**config.mk**
```make
export PLATFORM = sky130hd
export DESIGN_NAME = pipe_hazard_ctrl
export DESIGN_NICKNAME = d
export VERILOG_FILES = /design/src/rtl/pipe_ctrl_pkg.sv /design/src/rtl/pipe_hazard_ctrl_sat_counter.sv /design/src/rtl/pipe_hazard_ctrl.sv
export SDC_FILE = /design/constraint.sdc
export NUM_CORES = 1
export LEC_CHECK = 0
export ABC_CLOCK_PERIOD_IN_PS = 3700
export BUFFER_PORTS_ARGS = -buffer_cell sky130_fd_sc_hd__buf_2
export CAP_MARGIN = 20
export CELL_PAD_IN_SITES_DETAIL_PLACEMENT = 0
export CELL_PAD_IN_SITES_GLOBAL_PLACEMENT = 2
export CORE_ASPECT_RATIO = 2
export CORE_MARGIN = 2
export CORE_UTILIZATION = 33
export DETAILED_ROUTE_END_ITERATION = 8
export PLACE_DENSITY = 0.95
export SLEW_MARGIN = 20
export SYNTH_ARGS = -nofsm -noshare
export SYNTH_HDL_FRONTEND = slang
export SYNTH_HIERARCHICAL = 1
export SYNTH_SLANG_ARGS = --single-unit
export TNS_END_PERCENT = 5
```
**constraint.sdc**
```tcl
create_clock -name clk -period 3.7 [get_ports clk]
set_input_delay 0.555 -clock clk [delete_from_list [all_inputs] [get_ports clk]]
set_output_delay 0.555 -clock clk [all_outputs]
set_load 0.02 [all_outputs]
```
**src/rtl/pipe_ctrl_pkg.sv**
```systemverilog
// Shared types and constants for the pipeline hazard controller.
package pipe_ctrl_pkg;

    localparam int REG_W = 5;
    localparam logic [REG_W-1:0] REG_ZERO = '0;

    typedef enum logic [1:0] {
        RUN       = 2'd0,
        LU_BUBBLE = 2'd1,
        MEM_WAIT  = 2'd2
    } state_e;

endpackage

```
**src/rtl/pipe_hazard_ctrl_sat_counter.sv**
```systemverilog
// Saturating up-counter with synchronous clear; clear wins over increment.
module sat_counter #(
    parameter int W = 32
) (
    input  logic         clk,
    input  logic         rst_n,
    input  logic         clr,
    input  logic         inc,
    output logic [W-1:0] cnt
);

    logic [W-1:0] cnt_q;
    logic [W-1:0] cnt_d;

    always_comb begin
        cnt_d = cnt_q;
        if (clr) begin
            cnt_d = '0;
        end else if (inc && (cnt_q != {W{1'b1}})) begin
            cnt_d = cnt_q + 1'b1;
        end
    end

    always_ff @(posedge clk) begin
        if (!rst_n) begin
            cnt_q <= '0;
        end else begin
            cnt_q <= cnt_d;
        end
    end

    assign cnt = cnt_q;

endmodule

```
**src/rtl/pipe_hazard_ctrl.sv**
```systemverilog
// Hazard/sequencing controller for the 5-stage pipe: load-use stall, jump squash,
// memory-wait freeze with timeout flag, and saturating stall/flush counters.
module pipe_hazard_ctrl
    import pipe_ctrl_pkg::*;
#(
    parameter int CNT_W       = 32,
    parameter int MEM_TIMEOUT = 64,
    parameter int TO_W        = 8
) (
    input  logic             clk,
    input  logic             rst_n,
    input  logic [4:0]       id_rs,
    input  logic [4:0]       id_rt,
    input  logic             id_uses_rt,
    input  logic [4:0]       ex_rt,
    input  logic             ex_memtoreg,
    input  logic             ex_regwr,
    input  logic             ex_jump_taken,
    input  logic             mem_req,
    input  logic             mem_ready,
    input  logic             cnt_clr,
    output logic             pc_hold,
    output logic             ifid_hold,
    output logic             ifid_flush,
    output logic             idex_hold,
    output logic             idex_flush,
    output logic             exmem_hold,
    output logic             mem_err,
    output logic [CNT_W-1:0] stall_cnt,
    output logic [CNT_W-1:0] flush_cnt,
    output logic [1:0]       state
);

    localparam logic [TO_W-1:0] TO_MAX = TO_W'(MEM_TIMEOUT);

    state_e          state_q;
    state_e          state_d;
    logic [TO_W-1:0] to_q;
    logic [TO_W-1:0] to_d;
    logic            mem_err_q;
    logic            mem_err_d;

    logic freeze;
    logic lu;
    logic in_run;
    logic jump_flush;
    logic any_hold;

    assign freeze = mem_req & ~mem_ready;
    assign lu     = ex_memtoreg & ex_regwr & (ex_rt != REG_ZERO) &
                    ((ex_rt == id_rs) | (id_uses_rt & (ex_rt == id_rt)));
    // The unused encoding 3 behaves like RUN until the next edge recovers it.
    assign in_run = (state_q != LU_BUBBLE) && (state_q != MEM_WAIT);

    always_comb begin
        pc_hold    = 1'b0;
        ifid_hold  = 1'b0;
        ifid_flush = 1'b0;
        idex_hold  = 1'b0;
        idex_flush = 1'b0;
        exmem_hold = 1'b0;
        jump_flush = 1'b0;
        if (!rst_n) begin
            ifid_flush = 1'b1;
            idex_flush = 1'b1;
        end else if (freeze) begin
            pc_hold    = 1'b1;
            ifid_hold  = 1'b1;
            idex_hold  = 1'b1;
            exmem_hold = 1'b1;
        end else if (ex_jump_taken) begin
            ifid_flush = 1'b1;
            idex_flush = 1'b1;
            jump_flush = 1'b1;
        end else if (lu && in_run) begin
            pc_hold    = 1'b1;
            ifid_hold  = 1'b1;
            idex_flush = 1'b1;
        end
    end

    always_comb begin
        state_d = RUN;
        if (freeze) begin
            state_d = MEM_WAIT;
        end else if (in_run && !ex_jump_taken && lu) begin
            state_d = LU_BUBBLE;
        end
    end

    // The wait counter tracks consecutive frozen edges, including the one entering MEM_WAIT.
    always_comb begin
        to_d = '0;
        if (freeze) begin
            to_d = (to_q == TO_MAX) ? to_q : to_q + 1'b1;
        end
        mem_err_d = mem_err_q | (to_d == TO_MAX);
    end

    always_ff @(posedge clk) begin
        if (!rst_n) begin
            state_q   <= RUN;
            to_q      <= '0;
            mem_err_q <= 1'b0;
        end else begin
            state_q   <= state_d;
            to_q      <= to_d;
            mem_err_q <= mem_err_d;
        end
    end

    assign any_hold = pc_hold | ifid_hold | idex_hold | exmem_hold;

    sat_counter #(.W(CNT_W)) u_stall_cnt (
        .clk   (clk),
        .rst_n (rst_n),
        .clr   (cnt_clr),
        .inc   (any_hold),
        .cnt   (stall_cnt)
    );

    sat_counter #(.W(CNT_W)) u_flush_cnt (
        .clk   (clk),
        .rst_n (rst_n),
        .clr   (cnt_clr),
        .inc   (jump_flush),
        .cnt   (flush_cnt)
    );

    assign mem_err = mem_err_q;
    assign state   = state_q;

endmodule

```
Yosys cells after proc, flatten, opt, wreduce, memory -nomap -nowiden
Cells that the tools add are included.

word-level totals
  register bits after elaboration = 75
  output and inout port bits = 73
  word-level logic and storage cells = 55

operators by class
  $add $sub $neg = 3
  equal/unequal tests = 8
  muxes and demuxes = 17
  bitwise operators = 11
  reduce and logical (&&, ||, !) cells = 10

operators with widths
  cell                                                   number
  adder 32 x 1 -> 32 bit, second input constant          2
  inequality test 32 bit, second input constant          2
  == test 8 x 7 -> 1 bit, second input constant          2
  two-way mux 8 bit                                      2
  two-way mux 1 bit                                      14
  == test 5 bit                                          2
  adder 8 x 1 -> 8 bit, second input constant            1
  logical AND 1 bit                                      6
  AND 1 bit                                              5
  nonzero test 5 bit                                     1
  bitwise OR 1 bit                                       4
  OR reduction 2 bit                                     2
  two-way mux 2 bit                                      1
  inequality test 2 x 1 -> 1 bit, second input constant  1
  inequality test 2 bit, second input constant           1
  NOT 1 bit                                              2
  zero test 1 bit                                        1

Longest topological paths before layout
Gate-level depths: netlist of run 1.

  depth in word-level cells = 12
  gate-level depth with buffers = 9
  gate-level depth less buffers = 8

Modules after synthesis
Netlist of run 1, hierarchy kept.

by module, submodules not included
  module            instances  cells each  area an instance (um^2)  seq. area each (um^2)
  sat_counter       2          203         1667.8                   640.6
  pipe_hazard_ctrl  1          90          750.7                    220.2

Worst setup path before layout of run 1
No wires, ideal clock.

  path kind = input -> register
  start point = input port ex_rt[3]
  end point = register u_stall_cnt.cnt_q[18], in the netlist u_stall_cnt/cnt[18]
  data arrival time = 2.555 ns
  data required time = 3.572 ns
  slack = 1.017 ns
  stages = 9
  path through = xor2_1 nor4_1 a32oi_1 o21ai_0 clkbuf_1 nand4_1 a2111oi_0 xnor2_1 nor2_1

on the way
  word-level cells in the longest chain between the ends = 12

ends and longest elaborated chain
  element                          RTL line                            text
  start: declaration               pipe_hazard_ctrl.sv:15              input logic [4:0] ex_rt,
  == test 5 bit                    pipe_hazard_ctrl.sv:51              ((ex_rt == id_rs) | (id_uses_rt & (ex_rt == id_rt)));
  AND 1 bit                        pipe_hazard_ctrl.sv:51
  bitwise OR 1 bit                 pipe_hazard_ctrl.sv:51
  AND 1 bit *                      pipe_hazard_ctrl.sv:50              assign lu = ex_memtoreg & ex_regwr & (ex_rt != REG_ZERO) &
  logical AND 1 bit *              pipe_hazard_ctrl.sv:75              end else if (lu && in_run) begin
  two-way mux 1 bit *              pipe_hazard_ctrl.sv:75
  two-way mux 1 bit *              pipe_hazard_ctrl.sv:71              end else if (ex_jump_taken) begin
  two-way mux 1 bit *              pipe_hazard_ctrl.sv:66              end else if (freeze) begin
  two-way mux 1 bit *              pipe_hazard_ctrl.sv:63              if (!rst_n) begin
  bitwise OR 1 bit * (2 in a row)  pipe_hazard_ctrl.sv:112             assign any_hold = pc_hold | ifid_hold | idex_hold | exmem_hold;
  named net any_hold               pipe_hazard_ctrl.sv:47              logic any_hold;
  logical AND 1 bit *              pipe_hazard_ctrl_sat_counter.sv:19  end else if (inc && (cnt_q != {W{1'b1}})) begin
  end signal: assignment           pipe_hazard_ctrl_sat_counter.sv:28  cnt_q <= cnt_d;
  end: declaration                 pipe_hazard_ctrl_sat_counter.sv:12  logic [W-1:0] cnt_q;

The timed path passes the listed nets; every way through them passes the cells marked *.
A chain may end at the register's enable or synchronous reset.

Worst setup path after layout of run 1
  start point = input port ex_rt[3]
  end point = register u_stall_cnt.cnt_q[20], in the netlist u_stall_cnt/cnt[20]

The elaborated chain is that of the path after synthesis.

==> results of run 1 <==
## path summary, 6_finish.rpt
kind | startpoint | endpoint
min reg2reg | u_flush_cnt/cnt[30]$_SDFFE_PP0P_ | u_flush_cnt/cnt[30]$_SDFFE_PP0P_
min | ex_jump_taken | state[0]$_SDFF_PP0_
max reg2reg | u_flush_cnt/cnt[16]$_SDFFE_PP0P_ | u_flush_cnt/cnt[17]$_SDFFE_PP0P_
max | ex_rt[3] | u_stall_cnt/cnt[20]$_SDFFE_PP0P_
## layer usage
layer / vias to the layer above / track usage (%) / wire length (um)
met2: 93 / 36.0 / 7010
li1: 2030 / - / -
met3: 19 / 2.85 / 420
met1: 2031 / 17.7 / 4280
met4: 0 / 6.63 / 231
met5: - / 0 / 0
## placed cells by master, fill, tap and decap left out, drive strengths merged, types with 4 or more instances in the layout
master | netlist | final
or3 | 30 | 30
xor2 | 11 | 11
a211oi | 6 | 6
nand2b | 6 | 6
a2111oi | 5 | 5
xnor2 | 24 | 24
o21ai | 33 | 33
nand4 | 28 | 28
nor3 | 10 | 10
a21oi | 44 | 44
buf | 8 | 101
and4 | 6 | 6
nor4 | 9 | 9
a31o | 4 | 4
o31ai | 4 | 4
ha | 4 | 4
or4 | 8 | 8
clkbuf | 11 | 11
nor2 | 39 | 39
or2 | 7 | 7
nand3 | 26 | 26
nand2 | 37 | 37
dfxtp | 75 | 75
and3 | 21 | 21
inv | 9 | 9
## cell usage after synthesis (all sizes together) (7+ instances only)
library cell  instances  area [um^2]
nand4                28          175
dfxtp                75         1500
xnor2                24          210
o21ai                33          165
or3                  30          188
a21oi                44          220
or4                   8         71.3
and3                 21          133
nand3                26          140
or2                   7         43.8
clkbuf               11         41.3
nor3                 10         70.1
buf                   8         50.1
nand2                37          139
nor2                 39          146
nor4                  9         87.6
inv                   9         33.8
xor2                 11         96.3
## cell type report
| type | instances | area (um^2) | share of cell area [%] |
|---|---|---|---|
| Sequential cell | 75 | 1500 | 30.0 |
| Multi-Input combinational cell | 393 | 2460 | 49.1 |
| Inverter | 9 | 33.8 | 0.674 |
| Timing Repair Buffer | 101 | 518 | 10.3 |
| Clock buffer | 11 | 253 | 5.04 |
| Tap cell | 147 | 184 | 3.67 |
| Clock inverter | 5 | 61.3 | 1.22 |
## critical path, cell delays in order
cell and delay, ns:
buf_2 0.12, xor2_1 0.15, nor4_1 0.33, a32oi_1 0.22
o21ai_0 0.21, buf_4 0.21, nand4_1 0.16, a2111oi_0 0.58
xnor2_1 0.18, nor2_1 0.06
## registers in the layout, summed over array words and instances (netlist names)
name	flops
u_flush_cnt/cnt	32
u_stall_cnt/cnt	32
to_q	8
state	2
mem_err	1
## stage by stage
step	util [%]	worst slack [ns]
global route	41.3	0.970
CTS	41.3	1.18
finish	41.3	1.13
global placement	38.7	0.937
detailed placement	38.7	0.844
floorplan	-	1.02
## cells by family (layout without fill, tap and decap cells)
family,Yosys count,after routing
buf+inv,28,126
mux,2,2
simple gates,238,238
flops,75,75
fa+ha+maj,4,4
xor+xnor,35,35
compound gates,114,114
## power groups by stage
stage                     clock network (mW)  logic, mW  registers, mW
after CTS                              0.940     0.0857          0.811
after floorplan                            0     0.0515          0.830
after global placement                     0     0.0840          0.829
after detailed placement                   0     0.0854          0.830
final                                  0.917     0.0850          0.812
after global routing                   0.963     0.0934          0.811
==> results.md, run 1 <==
* Die ar. at around 13000 um^2
* Clk_lat worst skew at 0.34 ns
* Largest net degree at the start of global routing at 26
* Layout cells sized above 1 at 23.7%
* Gpl congestion at roughly 0.8
* Total Power at approximately 1.8 mW
* CTS tree: yes
* Vias in the first global route at 3966
* WL/cell at about 16 um
* Compound-Gate Fraction of Synth Area at roughly 18%
* Post-synthesis sequential area ratio at 36.7%
* Pwr/cell area at between 300 and 400 nW/um^2
* # rows at 57
* Syn Area/Cell at between 8 and 9 um^2
* DRC Markers at 0
* Post-synthesis adder-cell area fraction at under 10%
* Max Cap Violations at 0
* F_max at 390 MHz
* DP Area at 4700 um^2
* Worst EP required at 3.93 ns
* Core Area at 12100 um^2
* Reg2Reg Setup Slack at 1.24 ns
* Hold crit path type: in2reg
* Final Max Slew Viols at 0
* # setup viols final at 0
* First-pass GRT wire length at 19.0 mm
* CTS H-Tree Depth at 3
* Post-route clock period utilization at 69.3%
* Reg2Reg Depth at 5
* Net Sw Frac at 22.8%
* GR Overflow Total at 0
* Final Hold Fails at 0
* Flop pwr share at 44.8%
* Via density at 5.63
* CTS root buf: clkbuf_16
* Outcome: finished, final reports clean
* I/O Buffers at 96
* Worst-path clk slew at 0.06 ns
* Post-synth ARST share at 0%
* Final Cell Area at between 5000 and 6000 um^2
* # IOs at 97
* Final hold slack at 0.424 ns
* VDD IR-drop max at 0.207 mV
* Clock Sinks at 75
* Initial drt markers at about 120
* P_leak at 1.87 nW
* Netlist Area Pre-Place at 4090 um^2
* Internal power at 1.40 mW
* Die Width at 82.7 um
* Final non-filler cell total at 741
* Initial antenna violation count at 0
* Synth Area in Simple Gates at 33.4%
* Starting Density at ~34%
* Switching power at 0.414 mW
* Resize count post-CTS at 0
* Post-synthesis net count at 524
* RSZ-0062 raised after global routing: false
* Max FO, Critical Path at 8
* Cells after Synth at 496
* Placed insts at between 700 and 800
* Worst Hold Depth at 2
* Die Y at 161 um
* Slew of the pin with the lowest slew margin at between 0.9 and 1 ns
* Ant diodes at 0
* Setup_tns at 0 ns
* Fill count at 1283
* Clock Skews at 0.00796 ns
* Total track usage at between 10% and 20%
* Comb power frac at 4.7%
* Clk pwr share at 50.6%
* Antenna viol nets, final at 0
* Arrival time at the worst endpoint at 2.79 ns
* CP startpoint kind: primary input
* Hold-fix buffers at CTS at 0
* Synth-to-layout area growth at 22.6%
* Crit path kind: in2reg
* Vias at roughly 4200
* Post-synth EDFFs at 0
* Nets at 617
* Multiplexer share of the synthesized area at 0.490%
* Yosys warnings at 6
* CTS Buffer Depth at 2
* Largest family of logic cells by synthesized area: simple AND/OR/NAND/NOR gates
* Total CTS buffers at 9
* DRT Pass-1 Iters at 5
* Final min period at 2.57 ns
* Drt total wl at 12.0 mm
* Number of setup buffers added after CTS at 0
* Netlist cell types at a little over 50
* XOR/XNOR Fraction of Synth Area at 7.50%
* DP HPWL at 9.26 mm
* Main synth FF type: dfxtp_1
* Slew headroom at 37.3%
* Seq cells post-synth at 75
* CP endpoint kind: flop
(Power assumes the default switching activity.)
==> inputs of run 2 (changes only) <==
--- a/config.mk
+++ b/config.mk
@@ -5,16 +5,17 @@
 export SDC_FILE = /design/constraint.sdc
 export NUM_CORES = 1
 export LEC_CHECK = 0
-export ABC_CLOCK_PERIOD_IN_PS = 3700
+export ABC_AREA = 1
+export ABC_CLOCK_PERIOD_IN_PS = 2100
 export BUFFER_PORTS_ARGS = -buffer_cell sky130_fd_sc_hd__buf_2
 export CAP_MARGIN = 20
 export CELL_PAD_IN_SITES_DETAIL_PLACEMENT = 0
 export CELL_PAD_IN_SITES_GLOBAL_PLACEMENT = 2
 export CORE_ASPECT_RATIO = 2
 export CORE_MARGIN = 2
-export CORE_UTILIZATION = 33
+export CORE_UTILIZATION = 27
 export DETAILED_ROUTE_END_ITERATION = 8
-export PLACE_DENSITY = 0.95
+export PLACE_DENSITY = 0.89
 export SLEW_MARGIN = 20
 export SYNTH_ARGS = -nofsm -noshare
 export SYNTH_HDL_FRONTEND = slang
==> constraint.sdc (replaced) <==
create_clock -name clk -period 2.1 [get_ports clk]
set_input_delay 0.315 -clock clk [delete_from_list [all_inputs] [get_ports clk]]
set_output_delay 0.315 -clock clk [all_outputs]
set_load 0.02 [all_outputs]
==> results.md, run 2 <==
* Outcome: finished, final reports clean (unchanged)
* Drt total wl at 17.2 mm (was 12.0 mm)
* Fill count at 2050 (was 1283)
* Slew headroom at 70.7% (was 37.3%)
* Multiplexer share of the synthesized area at 0% (was 0.490%)
* Commonest non-fill, non-tap cell in the layout: nand2_1 (was buf_2)
* Synth Area in Simple Gates at 49.9% (was 33.4%)
* Max FO, Critical Path at 4 (was 8)
* Syn Area/Cell at 6.27 um^2 (was 8.24 um^2)
* Clock Sinks at 75 (unchanged)
* Core Area at 18100 um^2 (was 12100 um^2)
* Die ar. at 19500 um^2 (was 13300 um^2)
* Reg2Reg Depth at 12 (was 5)
* GR Overflow Total at 0 (unchanged)
* Yosys top cell area share at 30.3% (was 36.7%)
* Slowest stage delay, CP at 0.32 ns (was 0.58 ns)
* WP buf/inv at 2 (unchanged)
* Via density at 4.65 (was 5.63)
* Netlist cell types at 34 (was 51)
* WL/cell at 14.9 um (was 16.1 um)
* Worst-path clk slew at 0.06 ns (about the same)
* CTS H-Tree Depth at 3 (unchanged)
* Yosys warnings at 6 (unchanged)
* Compound-Gate Fraction of Synth Area at 6.66% (was 17.6%)
* CP endpoint kind: flop (unchanged)
* Post-synthesis sequential area ratio at 30.3% (was 36.7%)
* Internal power at 2.55 mW (was 1.40 mW)
* Ant diodes at 0 (unchanged)
* DRT Pass-1 Iters at 6 (was 5)
* CP cell instances: nor2_1 > o211ai_1 > a21oi_2 > nand4_1 > nand2_2 > buf_4 > nand3b_1 > nor3_2 > buf_4 > nand3_1 > nand2_1 > nor2_1 (was buf_2 > xor2_1 > nor4_1 > a32oi_1 > o21ai_0 > buf_4 > nand4_1 > a2111oi_0 > xnor2_1 > nor2_1)
* Die Width at 99.8 um (was 82.7 um)
* Synth area leaders: dfxtp_1 (30%), nand2_1 (15%), nor2_1 (12%) (was dfxtp_1 (37%), a21oi_1 (5.4%), xnor2_1 (5.1%))
* Area leader, netlist: dfxtp_1 (unchanged)
* Largest net degree at the start of global routing at 29 (was 26)
* Netlist Area Pre-Place at 4960 um^2 (was 4090 um^2)
* Hold-fix buffers at CTS at 0 (unchanged)
* Worst Hold Depth at 4 (was 2)
* Hold path start: cnt_clr (was ex_jump_taken)
* F_max at 517 MHz
* P_leak at 2.79 nW (was 1.87 nW)
* Top delay family on crit path: simple AND/OR/NAND/NOR gates (was compound AO/OA/AOI/OAI gates)
* Flop pwr share at 42.5% (was 44.8%)
* Reg2reg start: state[0]$_SDFF_PP0_ (was u_flush_cnt/cnt[16]$_SDFFE_PP0P_)
* Clk_lat worst skew at 0.35 ns (was 0.34 ns)
* # setup viols final at 0 (unchanged)
* Worst path slowest cell: dfxtp_2 (was a2111oi_0)
* Vias at 5381 (was 4173)
* Pwr/cell area at 527 nW/um^2 (was 362 nW/um^2)
* DP HPWL at 14.3 mm (was 9.26 mm)
* Post-synthesis adder-cell area fraction at 1.01% (was 1.22%)
* Vias in the first global route at 5250 (was 3966)
* Hold crit path type: in2reg (unchanged)
* Max Cap Violations at 0 (unchanged)
* VDD IR-drop max at 0.301 mV (was 0.207 mV)
* Most frequent cells in the layout: nand2_1 (200), nor2_1 (156), buf_2 (96) (was buf_2 (96), dfxtp_1 (75), a21oi_1 (44))
* Nets at 965 (was 617)
* Post-synth EDFFs at 0 (unchanged)
* Post-synth ARST share at 0% (unchanged)
* Final Max Slew Viols at 0 (unchanged)
* Main synth FF type: dfxtp_1 (unchanged)
* Clock Skews at 0.00774 ns (was 0.00796 ns)
* Layout cells sized above 1 at 26.9% (was 23.7%)
* Gpl congestion at 0.924 (was 0.814)
* DRC Markers at 0 (unchanged)
* RSZ-0062 raised after global routing: true (was false)
* # IOs at 97 (unchanged)
* Clk pwr share at 51.8% (was 50.6%)
* Final non-filler cell total at 1158 (was 741)
* Switching power at 0.812 mW (was 0.414 mW)
* CP startpoint kind: flop (was primary input)
* Setup_tns at 0 ns (unchanged)
* Die Y at 196 um (was 161 um)
* WHS Endpoint: u_flush_cnt/cnt[3]$_SDFFE_PP0P_ (was state[0]$_SDFF_PP0_)
* Post-synth top cells: nand2_1 (201), nor2_1 (162), inv_1 (85) (was dfxtp_1 (75), a21oi_1 (44), nor2_1 (39))
* Seq cells post-synth at 75 (unchanged)
* Crit path kind: reg2reg (was in2reg)
* Slew of the pin with the lowest slew margin at 0.440 ns (was 0.941 ns)
* Reg2Reg Setup Slack at 0.16 ns (was 1.24 ns)
* Antenna viol nets, final at 0 (unchanged)
* CTS root buf: clkbuf_16 (unchanged)
* Worst reg2reg path endpoint: u_stall_cnt/cnt[23]$_SDFFE_PP0P_ (was u_flush_cnt/cnt[17]$_SDFFE_PP0P_)
* Comb power frac at 5.8% (was 4.7%)
* I/O Buffers at 96 (unchanged)
* First-pass GRT wire length at 26.7 mm (was 19.0 mm)
* CTS Buffer Depth at 2 (unchanged)
* Total track usage at 18.0% (was 18.2%)
* Initial antenna violation count at 0 (unchanged)
* Cells after Synth at 791 (was 496)
* Total CTS buffers at 9 (unchanged)
* Synth-to-layout area growth at 29.0% (was 22.6%)
* Post-synthesis net count at 819 (was 524)
* # rows at 70 (was 57)
* Worst EP required at 2.34 ns (was 3.93 ns)
* Net Sw Frac at 24.1% (was 22.8%)
* Final Hold Fails at 0 (unchanged)
* Largest family of logic cells by synthesized area: simple AND/OR/NAND/NOR gates (unchanged)
* Starting Density at 27.3% (was 33.7%)
* Count leader, synth: nand2_1 (was dfxtp_1)
* Placed insts at 1142 (was 725)
* Final min period at roughly 1.9 ns
* XOR/XNOR Fraction of Synth Area at 2.12% (was 7.50%)
* Arrival time at the worst endpoint at 2.18 ns (was 2.79 ns)
* Post-route clock period utilization at between 90% and 100%
* Initial drt markers at 150 (was 123)
* CTS tree: yes (unchanged)
-- run 2: power by group through the flow --
stage	sequential [mW]	clock [mW]	combinational, mW
after floorplan	1.47	0	0.105
after global placement	1.46	0	0.195
after detailed placement	1.46	0	0.196
after CTS	1.43	1.79	0.197
after global routing	1.43	1.82	0.219
final	1.43	1.74	0.194
-- run 2: cell families (layout without fill, tap and decap cells) --
family,count (synthesis),count (layout)
AND/OR/NAND/NOR,526,526
buffers and inverters,111,262
flip-flops,75,75
AO/OA/AOI/OAI,63,63
XOR/XNOR,12,12
adder cells (fa/ha/maj),4,4
-- run 2: worst max-delay path by stage --
| stage | endpoint | startpoint | cells after the start |
|---|---|---|---|
| 2_1_floorplan | u_stall_cnt/cnt[23]$_SDFFE_PP0P_ | mem_req | 12 |
| 3_3_place_gp | u_stall_cnt/cnt[23]$_SDFFE_PP0P_ | ex_rt[1] | 14 |
| 3_5_place_dp | u_stall_cnt/cnt[27]$_SDFFE_PP0P_ | ex_rt[1] | 16 |
| 4_1_cts | u_stall_cnt/cnt[27]$_SDFFE_PP0P_ | state[1]$_SDFF_PN0_ | 15 |
| 5_1_grt | u_stall_cnt/cnt[27]$_SDFFE_PP0P_ | state[0]$_SDFF_PP0_ | 14 |
| 6_report | u_stall_cnt/cnt[23]$_SDFFE_PP0P_ | state[0]$_SDFF_PP0_ | 12 |
-- run 2: cell type report --
class | count | area, um^2 | share of cell area, %
tap | 216 | 270 | 4.23
inverter | 92 | 345 | 5.40
timing repair buffer | 154 | 928 | 14.5
clock inverter | 7 | 101 | 1.59
multi-input combinational | 605 | 3020 | 47.2
clock buffer | 9 | 225 | 3.52
sequential | 75 | 1500 | 23.5
-- run 2: metal layers --
metal / track usage, % / up-vias / routed length, um
li1: - / 2779 / -
met1: 14.7 / 2434 / 5460
met2: 38.1 / 130 / 10400
met3: 2.47 / 38 / 579
met4: 10.5 / 0 / 763
met5: 0 / - / 0
-- run 2: through the flow --
step / power, mW / util [%] / worst slack [ns] / cell area, um^2 / hold WS [ns]
after floorplan: 1.57 / - / 0.0603 / 4960 / 0.467
after global placement: 1.66 / 33.2 / -0.230 / 6010 / 0.451
after detailed placement: 1.66 / 33.2 / -0.223 / 6010 / 0.461
after CTS: 3.41 / 35.0 / 0.0201 / 6340 / 0.306
after global routing: 3.47 / 35.3 / -0.0131 / 6390 / 0.337
final: 3.37 / 35.3 / 0.164 / 6390 / 0.314
-- run 2: worst reg2reg max path, cell delays in order (launching register included) --
cell      delay [ns]
dfxtp_2         0.32
nor2_1          0.09
o211ai_1        0.12
a21oi_2         0.14
nand4_1         0.14
nand2_2         0.16
buf_4           0.13
nand3b_1        0.21
nor3_2          0.22
buf_4           0.15
nand3_1         0.05
nand2_1         0.06
nor2_1          0.03
-- run 2: timing repair --
action | CTS | global route
resized for setup | 1 | 14
setup buffers | 0 | 0
endpoints found under the setup margin | 5 | 21
pin swaps | 0 | 2
gates cloned | 0 | 0
==> inputs of run 3 (changes only) <==
--- a/config.mk
+++ b/config.mk
@@ -12,7 +12,7 @@
 export CELL_PAD_IN_SITES_DETAIL_PLACEMENT = 0
 export CELL_PAD_IN_SITES_GLOBAL_PLACEMENT = 2
 export CORE_ASPECT_RATIO = 2
-export CORE_MARGIN = 2
+export CORE_MARGIN = 10
 export CORE_UTILIZATION = 27
 export DETAILED_ROUTE_END_ITERATION = 8
 export PLACE_DENSITY = 0.89
==> results.md, run 3 (synthesis gave the netlist of run 2 again) <==
* Hold crit path type: in2reg (unchanged)
* Met2 routed WL at 10.2 mm (was 10.4 mm)
* Crit path kind: in2reg (was reg2reg)
* Arrival time at the worst endpoint at 2.19 ns (was 2.18 ns)
* Worst path slowest cell: or2_0 (was dfxtp_2)
* Final hold slack at 0.255 ns (was 0.314 ns)
* Layout cells sized above 1 at 27.1% (was 26.9%)
* P_leak at 2.76 nW (was 2.79 nW)
* Via density at 4.66 (was 4.65)
* Initial drt markers at 170 (was 150)
* CP endpoint kind: flop (unchanged)
* Slowest stage delay, CP at 0.21 ns (was 0.32 ns)
* Ant diodes at 0 (unchanged)
* Max Cap Violations at 0 (unchanged)
* Clk pwr share at 46.4% (was 51.8%)
* Flop pwr share at 47.0% (was 42.5%)
* Core Area at 18200 um^2 (was 18100 um^2)
* Die Width at 116 um (was 99.8 um)
* Most frequent cells in the layout: nand2_1 (198), nor2_1 (152), buf_2 (96) (was nand2_1 (200), nor2_1 (156), buf_2 (96))
* CTS root buf: clkbuf_16 (unchanged)
* Synth-to-layout area growth at 27.5% (was 29.0%)
* Clock Skews at 0.00916 ns (was 0.00774 ns)
* Largest net degree at the start of global routing at 29 (unchanged)
* DRT Pass-1 Iters at 4 (was 6)
* Gpl congestion at 0.914 (was 0.924)
* Final Hold Fails at 0 (unchanged)
* Vias at 5381 (unchanged)
* Clock Sinks at 75 (unchanged)
* Slew of the pin with the lowest slew margin at 0.533 ns (was 0.440 ns)
* CTS tree: yes (unchanged)
* Pwr/cell area at 482 nW/um^2 (was 527 nW/um^2)
* F_max at 521 MHz (was 517 MHz)
* Met3 Wirelength at 837 um (was 579 um)
* # rows at 70 (unchanged)
* CTS Buffer Depth at 2 (unchanged)
* VDD IR-drop max at 0.308 mV (was 0.301 mV)
* Initial antenna violation count at 0 (unchanged)
* Outcome: finished, final reports clean (unchanged)
* Comb power frac at 6.6% (was 5.8%)
* Clk_lat worst skew at 0.34 ns (was 0.35 ns)
* Worst path most repeated cell: nand2_1
* Final min period at 1.92 ns (was 1.94 ns)
* Worst-path clk slew at 0.05 ns (was 0.06 ns)
* Hold-fix buffers at CTS at 0 (unchanged)
* CTS H-Tree Depth at 3 (unchanged)
* First-pass GRT wire length at 27.8 mm (was 26.7 mm)
* Switching power at 0.721 mW (was 0.812 mW)
* I/O Buffers at 96 (unchanged)
* WL/cell at 15.5 um (was 14.9 um)
* Commonest non-fill, non-tap cell in the layout: nand2_1 (unchanged)
* DP HPWL at 14.7 mm (was 14.3 mm)
* Slew headroom at 64.4% (was 70.7%)
* Placed insts at 1141 (was 1142)
* Post-route clock period utilization at 91.4% (was 92.2%)
* Nets at 965 (unchanged)
* Final non-filler cell total at 1155 (was 1158)
* Total track usage at 14.7% (was 18.0%)
* Antenna viol nets, final at 0 (unchanged)
* Total CTS buffers at 9 (unchanged)
* Max FO, Critical Path at 5 (was 4)
* RSZ-0062 raised after global routing: true (unchanged)
* Final Max Slew Viols at 0 (unchanged)
* Worst EP required at 2.37 ns (was 2.34 ns)
* Net Sw Frac at 23.7% (was 24.1%)
* GR Overflow Total at 0 (unchanged)
* Top Metal Used: met4 (unchanged)
* Internal power at 2.32 mW (was 2.55 mW)
* # setup viols final at 0 (unchanged)
* Drt total wl at 17.9 mm (was 17.2 mm)
* Wl on met1 at 5.95 mm (was 5.46 mm)
* Starting Density at 27.2% (was 27.3%)
* CP startpoint kind: primary input (was flop)
* DRC Markers at 0 (unchanged)
* Die Y at 212 um (was 196 um)
* Fill count at 2086 (was 2050)
* Die ar. at 24500 um^2 (was 19500 um^2)
* # IOs at 97 (unchanged)
* Vias in the first global route at 5393 (was 5250)
* CP cell instances: buf_2 > or2_0 > a21oi_1 > nand3_1 > nand2_1 > nand4_1 > nand2_2 > inv_1 > nor2_1 > nand2_1 > nor2_2 > nand2_1 > inv_1 > nand2_1 > nand2_1 > nand2_1 > nor2_1 (was nor2_1 > o211ai_1 > a21oi_2 > nand4_1 > nand2_2 > buf_4 > nand3b_1 > nor3_2 > buf_4 > nand3_1 > nand2_1 > nor2_1)
## run 3: cell types whose count changed in the layout (fill, tap and decap cells not counted), sizes merged
cell,previous run,this run
bufinv,2,0
clkbuf,9,13
clkinv,3,1
clkinvlp,2,0
inv,92,91
## run 3: power groups by stage
stage	clock (mW)	sequential, mW	combinational (mW)
after floorplan	0	1.47	0.105
after global placement	0	1.46	0.201
after detailed placement	0	1.46	0.201
after CTS	1.47	1.43	0.203
after global routing	1.52	1.43	0.224
final	1.41	1.43	0.200
## run 3: path summary, 6_finish.rpt
check / cells after the start / start / slack, ns / end
setup / recovery: 17 / ex_rt[1] / 0.18 / u_stall_cnt/cnt[22]$_SDFFE_PP0P_
setup reg to reg: 15 / state[0]$_SDFF_PP0_ / 0.19 / u_stall_cnt/cnt[22]$_SDFFE_PP0P_
hold reg to reg: 2 / mem_err$_SDFF_PN0_ / 0.46 / mem_err$_SDFF_PN0_
hold / removal: 3 / mem_ready / 0.26 / state[0]$_SDFF_PP0_
## run 3: metrics by stage
stage	total power [mW]	area [um^2]	TNS, ns	setup slack, ns	utilization [%]
4_1_cts	3.10	6260	0	0.00144	34.4
5_1_grt	3.18	6320	-0.0483	-0.0196	34.7
3_3_place_gp	1.66	6010	-3.57	-0.248	33.0
2_1_floorplan	1.57	4960	0	0.0603	-
6_report	3.05	6320	0	0.181	34.7
3_5_place_dp	1.66	6010	-4.11	-0.287	33.0
## run 3: per-layer routing
metal | global-route usage [%] | vias to the layer above
met5 | 0 | -
met4 | 9.54 | 0
met3 | 3.57 | 43
met2 | 28.9 | 126
met1 | 12.4 | 2440
li1 | - | 2772
## run 3: final cells by class
cell class | instances | area (um^2) | share of cell area [%]
inverters | 92 | 345 | 5.46
repair buffers | 154 | 928 | 14.7
multi-input cells | 605 | 3020 | 47.8
clock buffers | 13 | 250 | 3.96
well taps | 216 | 270 | 4.28
flip-flops and latches | 75 | 1500 | 23.8
## run 3: repair_timing
item / in CTS / in global routing
endpoints found under the setup margin: 3 / 22
setup buffers: 0 / 1
resized for setup: 1 / 19
pin swaps: 0 / 6
## run 3: worst max-delay path, delay by kind of cell
family	cells	cell delay (ns)
simple gates	13	1.39
buf+inv	3	0.31
compound gates	1	0.18
